### src/rtl/key_cond_pkg.sv
// rtl/key_cond_pkg.sv - shared constants and key state type for the key conditioner
package key_cond_pkg;

    localparam int CLK_HZ                = 50_000_000;
    localparam int DEBOUNCE_1MS          = CLK_HZ / 1000;
    localparam int REPEAT_DEFAULT_DELAY  = CLK_HZ / 2;
    localparam int REPEAT_DEFAULT_PERIOD = CLK_HZ / 10;

    typedef enum logic {
        KEY_RELEASED = 1'b0,
        KEY_HELD     = 1'b1
    } key_state_t;

endpackage

### src/rtl/key_channel.sv
// rtl/key_channel.sv - one key lane: two-flop sync, debounce, optional auto-repeat
module key_channel
    import key_cond_pkg::*;
#(
    parameter int DEBOUNCE_CYCLES = DEBOUNCE_1MS,
    parameter int REPEAT_EN       = 0,
    parameter int REPEAT_DELAY    = REPEAT_DEFAULT_DELAY,
    parameter int REPEAT_PERIOD   = REPEAT_DEFAULT_PERIOD
) (
    input  logic clk_i,
    input  logic rst_ni,
    input  logic key_ni,
    output logic pressed_o,
    output logic press_pulse_o,
    output logic release_pulse_o
);

    localparam int DB_W    = $clog2(DEBOUNCE_CYCLES + 1);
    localparam int REP_MAX = (REPEAT_DELAY > REPEAT_PERIOD) ? REPEAT_DELAY : REPEAT_PERIOD;
    localparam int REP_W   = $clog2(REP_MAX + 1);

    if (DEBOUNCE_CYCLES < 1) begin : g_bad_debounce
        $error("key_channel: DEBOUNCE_CYCLES must be >= 1");
    end
    if (REPEAT_DELAY < 1 || REPEAT_PERIOD < 1) begin : g_bad_repeat
        $error("key_channel: REPEAT_DELAY and REPEAT_PERIOD must be >= 1");
    end

    logic [1:0]      sync_q;
    key_state_t      state_q, state_d;
    logic [DB_W-1:0] db_cnt_q, db_cnt_d;
    logic            press_q, press_d;
    logic            release_q, release_d;
    logic            key_held, mismatch, accept, rep_fire;

    assign key_held = ~sync_q[1];
    assign mismatch = key_held != (state_q == KEY_HELD);
    // The count reaching DEBOUNCE_CYCLES means that many disagreeing cycles have been seen.
    assign accept   = mismatch && (db_cnt_q == DB_W'(DEBOUNCE_CYCLES));

    always_comb begin
        state_d   = state_q;
        db_cnt_d  = '0;
        press_d   = rep_fire;
        release_d = 1'b0;
        if (accept) begin
            state_d   = key_held ? KEY_HELD : KEY_RELEASED;
            press_d   = key_held;
            release_d = ~key_held;
        end else if (mismatch) begin
            db_cnt_d = db_cnt_q + 1'b1;
        end
    end

    if (REPEAT_EN != 0) begin : g_repeat
        logic [REP_W-1:0] rep_cnt_q, rep_cnt_d;
        logic             rep_phase_q, rep_phase_d;
        logic             stay_held;
        logic [REP_W-1:0] rep_last;

        // A release edge wins over a repeat that would land in the same cycle.
        assign stay_held = (state_q == KEY_HELD) && !accept;
        assign rep_last  = rep_phase_q ? REP_W'(REPEAT_PERIOD - 1) : REP_W'(REPEAT_DELAY - 1);
        assign rep_fire  = stay_held && (rep_cnt_q == rep_last);

        always_comb begin
            rep_cnt_d   = '0;
            rep_phase_d = 1'b0;
            if (rep_fire) begin
                rep_phase_d = 1'b1;
            end else if (stay_held) begin
                rep_cnt_d   = rep_cnt_q + 1'b1;
                rep_phase_d = rep_phase_q;
            end
        end

        always_ff @(posedge clk_i or negedge rst_ni) begin
            if (!rst_ni) begin
                rep_cnt_q   <= '0;
                rep_phase_q <= 1'b0;
            end else begin
                rep_cnt_q   <= rep_cnt_d;
                rep_phase_q <= rep_phase_d;
            end
        end
    end else begin : g_no_repeat
        assign rep_fire = 1'b0;
    end

    always_ff @(posedge clk_i or negedge rst_ni) begin
        if (!rst_ni) begin
            sync_q    <= 2'b11;
            state_q   <= KEY_RELEASED;
            db_cnt_q  <= '0;
            press_q   <= 1'b0;
            release_q <= 1'b0;
        end else begin
            sync_q    <= {sync_q[0], key_ni};
            state_q   <= state_d;
            db_cnt_q  <= db_cnt_d;
            press_q   <= press_d;
            release_q <= release_d;
        end
    end

    assign pressed_o       = (state_q == KEY_HELD);
    assign press_pulse_o   = press_q;
    assign release_pulse_o = release_q;

endmodule

### src/rtl/key_conditioner.sv
// rtl/key_conditioner.sv - N independent push-button conditioners plus an any-key flag
module key_conditioner
    import key_cond_pkg::*;
#(
    parameter int N_KEYS          = 3,
    parameter int DEBOUNCE_CYCLES = DEBOUNCE_1MS,
    parameter int REPEAT_EN       = 0,
    parameter int REPEAT_DELAY    = REPEAT_DEFAULT_DELAY,
    parameter int REPEAT_PERIOD   = REPEAT_DEFAULT_PERIOD
) (
    input  logic              Clk,
    input  logic              Reset,
    input  logic [N_KEYS-1:0] Key_n,
    output logic [N_KEYS-1:0] Pressed,
    output logic [N_KEYS-1:0] Press_pulse,
    output logic [N_KEYS-1:0] Release_pulse,
    output logic              Any_pressed
);

    if (N_KEYS < 1) begin : g_bad_n_keys
        $error("key_conditioner: N_KEYS must be >= 1");
    end

    for (genvar g = 0; g < N_KEYS; g++) begin : g_key
        key_channel #(
            .DEBOUNCE_CYCLES(DEBOUNCE_CYCLES),
            .REPEAT_EN      (REPEAT_EN),
            .REPEAT_DELAY   (REPEAT_DELAY),
            .REPEAT_PERIOD  (REPEAT_PERIOD)
        ) u_channel (
            .clk_i          (Clk),
            .rst_ni         (Reset),
            .key_ni         (Key_n[g]),
            .pressed_o      (Pressed[g]),
            .press_pulse_o  (Press_pulse[g]),
            .release_pulse_o(Release_pulse[g])
        );
    end

    assign Any_pressed = |Pressed;

endmodule

### config.mk
export PLATFORM = sky130hd
export DESIGN_NAME = key_conditioner
export DESIGN_NICKNAME = d
export VERILOG_FILES = /design/src/rtl/key_cond_pkg.sv /design/src/rtl/key_channel.sv /design/src/rtl/key_conditioner.sv
export SDC_FILE = /design/constraint.sdc
export NUM_CORES = 1
export LEC_CHECK = 0
export ABC_AREA = 1
export BUFFER_PORTS_ARGS = -buffer_cell sky130_fd_sc_hd__buf_2
export CORE_UTILIZATION = 55
export CTS_CLUSTER_SIZE = 10
export DETAILED_ROUTE_END_ITERATION = 8
export PLACE_DENSITY = 0.72
export SLEW_MARGIN = 30
export SYNTH_ARGS = -nofsm -noshare
export SYNTH_HDL_FRONTEND = slang
export SYNTH_SLANG_ARGS = --single-unit
### constraint.sdc
create_clock -name Clk -period 1.5 [get_ports Clk]
set_input_delay 0.075 -clock Clk [delete_from_list [all_inputs] [get_ports Clk]]
set_output_delay 0.075 -clock Clk [all_outputs]
set_load 0.01 [all_outputs]
==> metrics.yaml <==
status: "finished, final reports clean"
clock-skew-final_ps: 11.6
grt_pass1_wl_um: 12400
layout.cells.non_filler: 580
period_share: 0.925
synthTopCellsByArea: "dfrtp_1 (40%), nand2_1 (14%), nor2_1 (9.2%)"
design_area_sq_mm: 0.00397
path_cells: "inv_1 -> ha_1 -> nand3_1 -> nor2_2 -> nand2_2 -> nand3_1 -> inv_1"
cp.arrival_ps: 1630
wl_met3_um: 410
post_cts_buffers: 0
min_period_ps: 1390
num_antenna_cells: 0
start_util: 0.583
routed.top_layer: "met4"
crit_type: "reg2reg"
dp_cells: 560
ant_nets: 0
start_kind: "flop"
tritoncts: "done"
ir_drop_uv: 665
portBuffers: 14
drv_slew: 0
cap_violations: 0
cp_num_buf_inv: 2
cts_root_buffer: "clkbuf_8"
h-tree-depth: 3
drt_drc_violations_left: 0
fin_nets: 511
hpwl_um: 5280
syn_area_sq_mm: 0.00353
synth_top_area_cell: "dfrtp_1"
insertion_delay_ps: 350
fill_cells: 524
antenna_found_initial: 0
ff_latch_area_sq_mm: 0.00158
pwr_density_cell_mw_per_mm2: 920
cts.sinks: 63
syn-instance-count: 475
gr-total-overflow: 0
wl_met1_um: 3430
p_leak_uw: 0.00189
grt_use_total: 0.248
grt_pass1_vias: 2771
synth_area_per_cell_sq_um: 7.44
drt-initial-drc-count: 196
yosysUniqueCellTypes: 25
finalSetupTns_ps: 0
path_clk_slew_ps: 80
yosysSeqAreaShare: 0.448
die_y_um: 82.2
core-area_sq_mm: 0.00606
critPathMaxStageDelay_ps: 400
vias: 2988
min-delay-path-class: "in2async"
dr.pass1.iters: 5
yosys_warnings: 0
routabilityCongestion: 0.863
die_x_um: 82.2
clock_path_buffers: 2
fmaxAchievable_mhz: 721
num_rows: 28
wl_per_cell_um: 12.8
drive_gt1_frac: 0.133
numCtsBuffers: 9
drt_wl_total_um: 7410
syn-num-nets: 486
cpLargestDelayFamily: "simple AND/OR/NAND/NOR gates"
finalHoldViolCount: 0
synth_top_cell_area_share: 0.404
ys_ff_latch: 63
synthToLayoutAreaGrowth_pct: 12.2
critPathMaxFanout: 5
die_area_sq_mm: 0.00675
ios: 15
slew_headroom: 0.778
tightestPinTransition_ps: 334
place_area_sq_mm: 0.00368
cp_slowest_cell: "dfrtp_1"
end_kind: "flop"
met2WireLength_um: 3410
required_ps: 1740
multi_input_area_sq_mm: 0.00164
grt_start_max_net_pins: 64
via_per_inst: 5.15
setup_viol: 0
## cell usage after synthesis, drive strengths merged
cell	count
ha	6
nand3	43
nor3	7
nand4	16
nand2	133
xor2	15
dfstp	6
nor2	91
a21oi	6
xnor2	2
nand3b	2
o21ai	9
inv	66
buf	9
or2	2
o21bai	5
dfrtp	57
## layout make-up
class	count	area share
clock buffers	10	0.0347
clock inverters	6	0.0234
inverters	66	0.0637
multi-input cells	337	0.415
flip-flops and latches	63	0.399
well taps	75	0.0237
repair buffers	23	0.0404
## registers in the layout, indices dropped and copies added, names as in the netlist
| register | count |
|---|---|
| g_key.u_channel.press_pulse_o | 3 |
| g_key.u_channel.pressed_o | 3 |
| g_key.u_channel.db_cnt_q | 48 |
| g_key.u_channel.sync_q | 6 |
| g_key.u_channel.release_pulse_o | 3 |
## power by group
| part | internal (uW) | switching [uW] |
|---|---|---|
| combinational | 63.9 | 113 |
| sequential | 1730 | 31.2 |
| clock | 988 | 721 |
## layer usage
metal,vias up,track usage
li1,1516,-
met1,1373,0.323
met2,83,0.393
met3,16,0.0473
met4,0,0.123
met5,-,0
## kinds of logic (layout without fill, tap and decap cells)
family | count (synthesis) | after routing | share of synthesized area
flops | 63 | 63 | 0.448
simple gates | 294 | 294 | 0.356
buf+inv | 75 | 105 | 0.0906
xor+xnor | 17 | 17 | 0.0485
fa+ha+maj | 6 | 6 | 0.0212
compound gates | 20 | 20 | 0.0351
## through the flow
stage / setup slack [ps] / power (uW) / hold slack [ps] / util
6_report: 112 / 3650 / 260 / 0.654
5_1_grt: -12.4 / 3780 / 308 / 0.654
4_1_cts: 90.5 / 3670 / 278 / 0.652
3_5_place_dp: 111 / 1960 / 112 / 0.607
3_3_place_gp: 175 / 1950 / 113 / 0.607
2_1_floorplan: 256 / 1880 / -221 / -
## layout by cell type, fill, tap and decap left out, types with 7 or more instances in the layout
cell | synthesis | final
xor2_1 | 12 | 12
nor2_2 | 2 | 7
inv_1 | 63 | 62
nand4_1 | 16 | 16
nor3_1 | 7 | 7
dfrtp_1 | 57 | 57
clkbuf_8 | 0 | 10
buf_2 | 0 | 14
nand3_1 | 39 | 39
nand2_1 | 133 | 132
nor2_1 | 87 | 82
## worst paths after layout
check                                                    start                        endpoint  slack (ps)  cells after the start
worst max register to register  g_key[0].u_channel.db_cnt_q[0]  g_key[0].u_channel.db_cnt_q[6]         110                      7
worst max-delay path            g_key[0].u_channel.db_cnt_q[0]  g_key[0].u_channel.db_cnt_q[6]         110                      7
worst min register to register    g_key[1].u_channel.sync_q[0]    g_key[1].u_channel.sync_q[1]         360                      0
worst min-delay path                                     Reset  g_key[1].u_channel.db_cnt_q[7]         260                      3
max in group asynchronous                                Reset    g_key[0].u_channel.sync_q[0]         920                      3
min in group Clk                  g_key[1].u_channel.sync_q[0]    g_key[1].u_channel.sync_q[1]         360                      0
## repair_timing
action | CTS | global route
gates resized for setup | 0 | 7
setup endpoints to repair | 0 | 15
hold endpoints to repair | 60 | 0
hold buffers | 4 | 0
## worst register-to-register path, delay by kind of cell, from the launching register on
kind | cells | cell delay [ps]
flip-flops | 1 | 400
buffers and inverters | 2 | 150
adder cells (fa/ha/maj) | 1 | 190
AND/OR/NAND/NOR | 4 | 520
Note: power is estimated with default switching activity, not from simulation.
